[config.mk]
export PLATFORM = sky130hd
export DESIGN_NAME = quadrature_decoder
export DESIGN_NICKNAME = d
export VERILOG_FILES = /design/src/rtl/quadrature_decoder.sv
export SDC_FILE = /design/constraint.sdc
export NUM_CORES = 1
export LEC_CHECK = 0
export ABC_AREA = 1
export CAP_MARGIN = 20
export CORE_ASPECT_RATIO = 2
export CORE_MARGIN = 5
export CORE_UTILIZATION = 51
export DETAILED_ROUTE_END_ITERATION = 8
export PLACE_DENSITY = 0.76
export SLEW_MARGIN = 20
export SYNTH_ARGS = -nofsm -noshare
export SYNTH_HDL_FRONTEND = slang
export SYNTH_SLANG_ARGS = --single-unit
[constraint.sdc]
create_clock -name clk -period 2.4 [get_ports clk]
set_input_delay 0.72 -clock clk [delete_from_list [all_inputs] [get_ports clk]]
set_output_delay 0.72 -clock clk [all_outputs]
set_load 0.01 [all_outputs]
[src/rtl/quadrature_decoder.sv]
// Quadrature (A,B) decoder: synchronises and glitch-filters both channels, then
// tracks the Gray sequence with x4 decoding into a wrapping position count.
module quadrature_decoder #(
  parameter int COUNT_WIDTH   = 16,
  parameter int SYNC_STAGES   = 2,
  parameter int FILTER_CYCLES = 2
) (
  input  logic                   clk,
  input  logic                   rst,
  input  logic                   A,
  input  logic                   B,
  input  logic                   clear,
  output logic [COUNT_WIDTH-1:0] count,
  output logic                   dir,
  output logic                   step,
  output logic                   err,
  output logic [1:0]             ab_state
);

  localparam int FW = $clog2(FILTER_CYCLES + 1);
  localparam int IW = $clog2(SYNC_STAGES + 2);

  typedef enum logic {S_INIT, S_TRACK} state_t;

  state_t                 state_q, state_d;
  logic [IW-1:0]          initCnt_q, initCnt_d;
  logic [SYNC_STAGES-1:0] syncA_q, syncB_q;
  logic [1:0]             filt_q, filt_d;
  logic [1:0][FW-1:0]     filtCnt_q, filtCnt_d;
  logic [1:0]             prev_q, prev_d;
  logic [COUNT_WIDTH-1:0] count_q, count_d;
  logic                   dir_q, dir_d;
  logic                   step_q, step_d;
  logic                   err_q, err_d;
  logic [1:0]             synced;

  assign synced = {syncA_q[SYNC_STAGES-1], syncB_q[SYNC_STAGES-1]};

  always_ff @(posedge clk or posedge rst) begin
    if (rst) begin
      state_q   <= S_INIT;
      initCnt_q <= '0;
      syncA_q   <= '0;
      syncB_q   <= '0;
      filt_q    <= '0;
      filtCnt_q <= '0;
      prev_q    <= '0;
      count_q   <= '0;
      dir_q     <= 1'b0;
      step_q    <= 1'b0;
      err_q     <= 1'b0;
    end else begin
      state_q   <= state_d;
      initCnt_q <= initCnt_d;
      syncA_q   <= {syncA_q[SYNC_STAGES-2:0], A};
      syncB_q   <= {syncB_q[SYNC_STAGES-2:0], B};
      filt_q    <= filt_d;
      filtCnt_q <= filtCnt_d;
      prev_q    <= prev_d;
      count_q   <= count_d;
      dir_q     <= dir_d;
      step_q    <= step_d;
      err_q     <= err_d;
    end
  end

  always_comb begin
    state_d   = state_q;
    initCnt_d = initCnt_q;
    filt_d    = filt_q;
    filtCnt_d = filtCnt_q;
    prev_d    = filt_q;
    count_d   = count_q;
    dir_d     = dir_q;
    step_d    = 1'b0;
    err_d     = 1'b0;
    case (state_q)
      // Stay long enough that prev has caught up with the loaded filter value,
      // so whatever level the inputs hold at release never looks like a step.
      S_INIT: begin
        filt_d    = synced;
        filtCnt_d = '0;
        if (initCnt_q == IW'(SYNC_STAGES + 1)) begin
          state_d = S_TRACK;
        end else begin
          initCnt_d = initCnt_q + IW'(1);
        end
      end
      S_TRACK: begin
        for (int i = 0; i < 2; i++) begin
          if (synced[i] != filt_q[i]) begin
            if (filtCnt_q[i] == FW'(FILTER_CYCLES - 1)) begin
              filt_d[i]    = synced[i];
              filtCnt_d[i] = '0;
            end else begin
              filtCnt_d[i] = filtCnt_q[i] + FW'(1);
            end
          end else begin
            filtCnt_d[i] = '0;
          end
        end
        case ({prev_q, filt_q})
          4'b00_10, 4'b10_11, 4'b11_01, 4'b01_00: begin
            count_d = count_q + COUNT_WIDTH'(1);
            dir_d   = 1'b1;
            step_d  = 1'b1;
          end
          4'b00_01, 4'b01_11, 4'b11_10, 4'b10_00: begin
            count_d = count_q - COUNT_WIDTH'(1);
            dir_d   = 1'b0;
            step_d  = 1'b1;
          end
          4'b00_11, 4'b11_00, 4'b10_01, 4'b01_10: err_d = 1'b1;
          default: ;
        endcase
      end
      default: state_d = S_INIT;
    endcase
    if (clear) begin
      count_d = '0;
    end
  end

  assign count    = count_q;
  assign dir      = dir_q;
  assign step     = step_q;
  assign err      = err_q;
  assign ab_state = filt_q;

endmodule

After elaboration in Yosys (flattened, before gate mapping)
Cells that the tools add are included.

Word-level logic and storage cells: 73. Input port bits: 5. Register bits: 34. Output and inout bits: 21.

Bitwise gates (word level): 2. Multiplexer cells: 20. Reductions and logical operators: 12. Add/subtract/negate cells: 5. Eq/ne operators: 21.

Operators with widths (number): $mux W16 (2); $pmux W16 S2 (1); $eq A4 B4 Y1 const B (6); $add A16 B1 Y16 const B (1); $sub A16 B1 Y16 const B (1); $eq A4 B3 Y1 const B (3); $reduce_or A4 Y1 (3); $mux W1 (10); $reduce_and A2 Y1 (5); $eq A4 B2 Y1 const B (2); $mux W2 (4); $ne A2 B1 Y1 const B (4); $pmux W4 S2 (1); $reduce_or A8 Y1 (1); $add A2 B1 Y2 const B (3); $eq A2 B1 Y1 const B (2); $eq A4 B1 Y1 const B (1); $pmux W2 S2 (1); $reduce_bool A2 Y1 (2); $reduce_bool A3 Y1 (1); $eq A2 B2 Y1 const B (1); $ne A1 B1 Y1 (2); $not A1 Y1 (2); $pmux W1 S2 (1).

Depth between registers and ports, before layout
Depth in word-level cells: 5. Gate-level depth with buffers: 15. Gate-level depth less buffers: 15.

Worst setup path before layout
OpenSTA, ideal clock, no wires.

Kind: flip-flop to flip-flop. From: register filt_q[1] (netlist: ab_state[1]). To: register count_q[13] (netlist: count[13]). Arrival time: 2.221 ns. Path slack: 0.061 ns. Path buffers: 1. Cell stages (with the launch flop): 13. Required time: 2.283 ns. Clock period less this slack: 2.339 ns. Library setup time: 0.117 ns. Cells stage by stage: dfrtp_1 > buf_6 > xnor2_1 > nand2_1 > inv_1 > ha_1 > or2_2 > nand3b_1 > nand2_1 > nand2_1 > nand3_1 > nand3_1 > nand2_1.

Word-level cells in the longest chain between the ends: 5. Elaborated cells between the ends (all ways): 15. Those cells by class: eq/ne: 8; mux: 3; reduce/logical: 4.

RTL lines: start: declaration (RTL line 28) `logic [1:0] filt_q, filt_d;`; start signal: assignment (RTL line 57) `filt_q <= filt_d;`; $eq A4 B1 Y1, or another cell as far along (RTL line 102) `case ({prev_q, filt_q})`; $reduce_or A4 Y1 (RTL line 102); $pmux W16 S2 (RTL line 102); $mux W16 (RTL line 77) `case (state_q)`; $mux W16 (RTL line 119) `if (clear) begin`; end signal: assignment (RTL line 60) `count_q <= count_d;`; end: declaration (RTL line 31) `logic [COUNT_WIDTH-1:0] count_q, count_d;`.

Several ways; a longest one is shown, not always the timed one. The select of a mux whose other input is x is not followed. A chain may end at the register's enable or synchronous reset.

Worst setup path after layout
From: register filt_q[0] (netlist: ab_state[0]). To: register count_q[14] (netlist: count[14]).

The elaborated chain is that of the path after synthesis.

==> flow_summary_export.csv <==
group,metric,value,unit
outcome,status,"complete, no violations",
timing,clock.fmax,453.2,MHz
clock_tree,clk-insertion-delay-late,290,ps
grt,grt_pass1_vias,2218,
clock_tree,clock-sinks,34,
timing,fin_ws,193.5,ps
floorplan,core_area,0.004382,mm2
detailed_routing,drt-pass1-iter-count,5,
setup_path,endpoint_kind,"flip-flop",
detailed_routing,ant_nets,0,
synthesis,synth.ff_latch_count,34,
grt,grt_use_total,19.71,%
grt,grt_overflow,0,
detailed_routing,post_drt_wl_per_cell,12.92,um
timing,finalClockSkew,6.970,ps
placement,place_ws,157.8,ps
placement,numPortBuffers,25,
setup_path,worst-setup-path-type,"reg2reg",
setup_path,start_kind,"flip-flop",
setup_path,critical_path_arrival,2390,ps
setup_path,crit_fanout,8,
final_layout,antenna_cells,0,
clock_tree,clock-root-buffer,"clkbuf_8",
timing,whs,358.7,ps
floorplan,pin_count,26,
timing,tightest_slew,434.9,ps
clock_tree,cts_made_buffers,5,
timing,rsz0062_at_grt,"no",
clock_tree,postCtsHoldBufs,0,
final_layout,drive_above_1_share,11.02,%
clock_tree,cts_tree,"yes",
floorplan,rows,34,
power,max-vdd-ir-drop,0.0008279,V
clock_tree,clockBufferDepth,2,
placement,routabilityCongestion,0.9347,
timing,hold_viol,0,
synthesis,synthTopCellsByArea,"dfrtp_1 (37%), nand2_1 (19%), ha_1 (9.1%), inv_1 (8.2%), nand3_1 (4.1%)",
timing,period_share,91.94,%
setup_path,cp.required,2580,ps
final_layout,syn_to_final_growth,18.28,%
synthesis,synth_top_area_share,36.56,%
detailed_routing,drt-initial-drc-count,36,
final_layout,fillers,409,
floorplan,start_util,53.11,%
synthesis,syn_area,0.002327,mm2
synthesis,yosysWarnings,0,
placement,dpl.hpwl,4112,um
clock_tree,htreeDepth,2,
floorplan,die_w,57.77,um
detailed_routing,wirelength,5271,um
timing,finalMaxSlewViolations,0,
grt,grt_max_degree,35,
power,finalPower,3578,uW
timing,setup_violations,0,
worst_hold_path,hold_path.class,"reg2reg",
clock_tree,cts.reportedPaths.clkPinSlew,70,ps
synthesis,syn_nets,341,
placement,dp.cells,400,
detailed_routing,post-route-drc-count,0,
detailed_routing,num_vias,2085,
timing,tns,0,ps
floorplan,die_area,0.006096,mm2
synthesis,synth_area_leader_cell,"dfrtp_1",
synthesis,synth_cells,318,
timing,maxSlewHeadroom,71.00,%
timing,finalCriticalPeriod,2207,ps
power,p_leak,0.001519,uW
synthesis,synth_area_per_cell,7.318,um2
detailed_routing,via_per_inst,5.110,
synthesis,ys_types,31,
job,drv_cap,0,
grt,antenna_found_initial,0,
power,power_density,1300,mW/mm2
final_layout,finalNetCount,376,
final_layout,instances_no_fill,408,
floorplan,die_h,105.5,um
synthesis,ys_seq_area_share,36.56,%
grt,grt_pass1_wl,9501,um
==> worst max-delay path: stages, from the launching register on <==
cell and delay (ps):
dfrtp_2 440, inv_2 80, nand2_1 50, nand2_1 80, nand2_1 80, inv_2 110
buf_4 160, ha_1 280, nand2_1 140, inv_1 60, nand2_1 70, nand3_1 190
nand2_1 150, nand3_1 80, nand3_1 90, nand2_1 50
==> cells in the final DEF (no fill, tap or decap), types with 2 or more instances in the layout <==
cell type | synthesis | final
ha_1 | 17 | 17
o21ai_0 | 6 | 6
nor3_1 | 4 | 4
nor2_1 | 17 | 17
o21ai_2 | 4 | 4
dfrtp_1 | 34 | 33
nand3_1 | 19 | 19
nand3b_1 | 3 | 3
clkbuf_8 | 0 | 6
inv_1 | 51 | 50
xor2_1 | 2 | 2
clkdlybuf4s50_1 | 0 | 25
nand2_2 | 13 | 13
a21oi_1 | 8 | 8
inv_2 | 1 | 2
o21ai_1 | 2 | 2
buf_4 | 0 | 5
nand2_1 | 117 | 117
xnor2_1 | 4 | 4
==> sequential cells by signal, summed over array words and instances, names as in the netlist <==
signal	cells
ab_state	2
count	16
dir	1
err	1
filtCnt_q	4
initCnt_q	2
prev_q	2
state_q	1
step	1
syncA_q	2
syncB_q	2
==> final timing paths <==
check | endpoint | slack, ps | startpoint | cells after the start
setup reg to reg | count[14]$_DFFE_PP0P_ | 190 | ab_state[0]$_DFFE_PP0P_ | 15
setup / recovery | count[14]$_DFFE_PP0P_ | 190 | ab_state[0]$_DFFE_PP0P_ | 15
max in group asynchronous | ab_state[0]$_DFFE_PP0P_ | 1240 | rst | 3
hold / removal | syncB_q[1]$_DFF_PP0_ | 360 | syncB_q[0]$_DFF_PP0_ | 0
min in group asynchronous | count[5]$_DFFE_PP0P_ | 820 | rst | 3
hold reg to reg | syncB_q[1]$_DFF_PP0_ | 360 | syncB_q[0]$_DFF_PP0_ | 0
==> report_power, final <==
| group | leakage [uW] | switching, uW | internal (uW) |
|---|---|---|---|
| Combinational | 0.00105 | 1370 | 919 |
| Sequential | 0.000421 | 126 | 725 |
| Clock | 0.0000482 | 206 | 231 |
| Total | 0.00152 | 1700 | 1880 |
==> layer usage <==
| metal | GRT usage, % | up-vias | routed length [um] |
|---|---|---|---|
| met5 | 0 | - | 0 |
| met4 | 12.27 | 0 | 231 |
| met3 | 2.815 | 22 | 151 |
| met2 | 36.17 | 51 | 2956 |
| met1 | 19.84 | 959 | 1931 |
| li1 | - | 1053 | - |
==> cell type report <==
type                            instances  area, um2  share of cell area (%)
Tap cell                               54      67.56                   2.455
Timing Repair Buffer                   31      307.8                   11.18
Clock buffer                            7      86.33                   3.136
Multi-Input combinational cell        228       1232                   44.77
Inverter                               53      201.4                   7.318
Clock inverter                          1      5.005                  0.1818
Sequential cell                        34      852.1                   30.95
==> per-stage QoR <==
step	utilization (%)	cell area, um2
finish	62.82	2753
global route	62.82	2753
CTS	62.79	2751
detailed placement	60.71	2660
global placement	60.71	2660
floorplan	-	2327
==> what timing repair did <==
action,4_1_cts,5_1_grt
endpoints found under the hold margin,0,0
resized for setup,0,2
buffers inserted,0,0
setup endpoints to repair,0,8
==> synthesized netlist by cell type <==
cell type	n
a21oi_1	8
a221oi_1	1
and2_1	1
buf_12	1
buf_6	2
dfrtp_1	34
fa_1	1
ha_1	17
inv_1	51
inv_2	1
inv_4	1
mux2i_1	1
nand2_1	117
nand2_2	13
nand3_1	19
nand3_2	1
nand3_4	1
nand3b_1	3
nand4_1	1
nor2_1	17
nor2_4	1
nor2_8	1
nor3_1	4
nor4_1	1
o211ai_1	1
o21ai_0	6
o21ai_1	2
o21ai_2	4
or2_2	1
xnor2_1	4
xor2_1	2
==> cell families (layout without fill, tap and decap cells) <==
family          after synthesis  count (layout)  synth area share, %
xor+xnor                      6               6                2.258
buf+inv                      56              92                10.48
flops                        34              34                36.56
compound gates               22              22                5.645
mux                           1               1               0.4301
simple gates                181             181                34.62
fa+ha+maj                    18              18                10.00
(Power assumes the default switching activity.)
==> patch: new RTL, same settings <==
Set the parameter `FILTER_CYCLES` to 1 (it was 2).
--- a/src/rtl/quadrature_decoder.sv
+++ b/src/rtl/quadrature_decoder.sv
@@ -5,3 +5,3 @@
   parameter int SYNC_STAGES   = 2,
-  parameter int FILTER_CYCLES = 2
+  parameter int FILTER_CYCLES = 1
 ) (
Function: changed (Yosys sat finds a counterexample within 10 cycles, from zero or initial values and one cycle with rst high).
==> patch against the unedited design <==
- routed wire length up 6.3%
- non-clock buffer count up 10
- first-iteration DRC count rose by 36%
- final area grew 4.5%
- synthesized area is 11% lower
- worst setup slack lost 0.13 ns
- worst hold slack got worse by 0.0038 ns
- count of clock-buffer cells in the layout shrank 1
- sequential cell count decreased by 4
Power is not compared: it rests on default switching activity, and its combinational part moved more than twofold at a synthesized area within 25%.
==> patch: results <==
set metrics [dict create \
    min_from "syncA_q[0]$_DFF_PP0_" \
    first_global_vias 2015 \
    worstPathMaxFanout 6 \
    cp-endpoint "count[6]$_DFFE_PP0P_" \
    synth_flop_cell "dfrtp_1" \
    cp_slowest_cell "dfrtp_1" \
    clk_pin_slew_ns 0.07 \
    slowest_delay_ns 0.40 \
    yosys-top-cells-area "dfrtp_1, nand2_1, ha_1, inv_1, nand3_1" \
    min_path_type "flip-flop to flip-flop" \
    r2r_cells 14 \
    dp.cells 378 \
    antenna_found_initial 0 \
    final_cells 392 \
    synthTopCellsByCount "nand2_1, inv_1, dfrtp_1, nand3_1, ha_1" \
    power_mw 1.68 \
    nNetsFinal 365 \
    startpoint_type "flip-flop" \
    drt_first_iter_violations 49 \
    max-vdd-ir-drop_v 0.000528 \
    gp_congestion 0.931 \
    preCtsSetupSlack_ns -0.0651 \
    wl_per_cell_um 14.3 \
    postPlaceCellArea_sq_mm 0.00241 \
    n_antenna_cell 0 \
    drtPass1Iterations 4 \
    netlist_instances 298 \
    vias_per_cell 5.14 \
    htree_levels 2 \
    power_leakage_nw 1.51 \
    async_flop_share_pct 100 \
    grt_pass1_wl_mm 8.65 \
    clk_latency_ns 0.28 \
    synth.yosys.seq_area_share_pct 36.3 \
    min_path_cells 0 \
    yosysUniqueCellTypes 22 \
    clock_skew_ns 0.0119 \
    status "complete, no violations" \
    worstReg2RegStart "ab_state[0]$_DFFE_PP0P_" \
    hold_end "syncA_q[1]$_DFF_PP0_" \
    syn_nets 321 \
    hold_ws_ns 0.355 \
    critPathArrivalTime_ns 2.52 \
    cp_top_family "simple AND/OR/NAND/NOR gates" \
    reg2reg_slack_ns 0.06 \
    numPortBuffers 25 \
    grt_max_degree 31 \
    fillers 310 \
    max-clock-path-buffers 2 \
    cts_root_buffer "clkbuf_8" \
    cts_buffers 5 \
    drive_gt1_share_pct 26.1 \
    grt_use_total_pct 21.4 \
    ys_warn_count 0 \
    hpwl_mm 3.96 \
    max_slew_margin_pct 74.4 \
    largest_reg_flops 16 \
]
[patch: cell count changes in the layout (fill, tap and decap cells not counted), moves of 4 or more]
cell / before / now
buf_6: 0 / 5
inv_2: 2 / 8
ha_4: 0 / 11
nand2_1: 117 / 109
buf_4: 5 / 10
a21oi_1: 8 / 3
nor2_1: 17 / 9
nand3_1: 19 / 13
nand3_2: 1 / 10
ha_1: 17 / 5
o21ai_2: 4 / 0
inv_1: 50 / 41
nand2_2: 13 / 19
[patch: repair_timing]
| action | CTS | global route |
|---|---|---|
| resized for setup | 2 | 67 |
| buffers inserted | 5 | 3 |
| setup endpoints to repair | 4 | 12 |
| cloned | 0 | 0 |
| pin swaps | 0 | 17 |
[patch: cells by family (layout without fill, tap and decap cells)]
group	after synthesis	count (layout)	share of synthesized area, %
buffers and inverters	54	97	10.5
and+or+nand+nor	177	177	36.1
xor gates and xnor gates	6	6	2.54
AOI/OAI and AO/OA	13	13	3.33
DFF	30	30	36.3
adders and majority gates	18	18	11.3
[patch: power breakdown]
group          internal [mW]  leakage [nW]  total, mW  switching [mW]
Combinational          0.320          1.09      0.656           0.336
Sequential             0.559         0.372      0.624          0.0650
Clock                  0.221        0.0431      0.400           0.179
Total                   1.10          1.51       1.68           0.580
[patch: final cells by class]
type	count	area [sq um]	share of cell area, %
repair buffers	41	397	13.8
inverters	50	191	6.66
multi-input cells	214	1390	48.3
well taps	51	63.8	2.22
flip-flops and latches	30	751	26.1
clock buffers	6	82.6	2.87
[patch: layer usage]
layer  track usage [%]  wire length, um  vias to the layer above
li1                  -                -                      994
met1              21.3             1940                      943
met2              39.1             3220                       56
met3              4.16              199                       23
met4              10.9              243                        0
met5                 0                0                        -
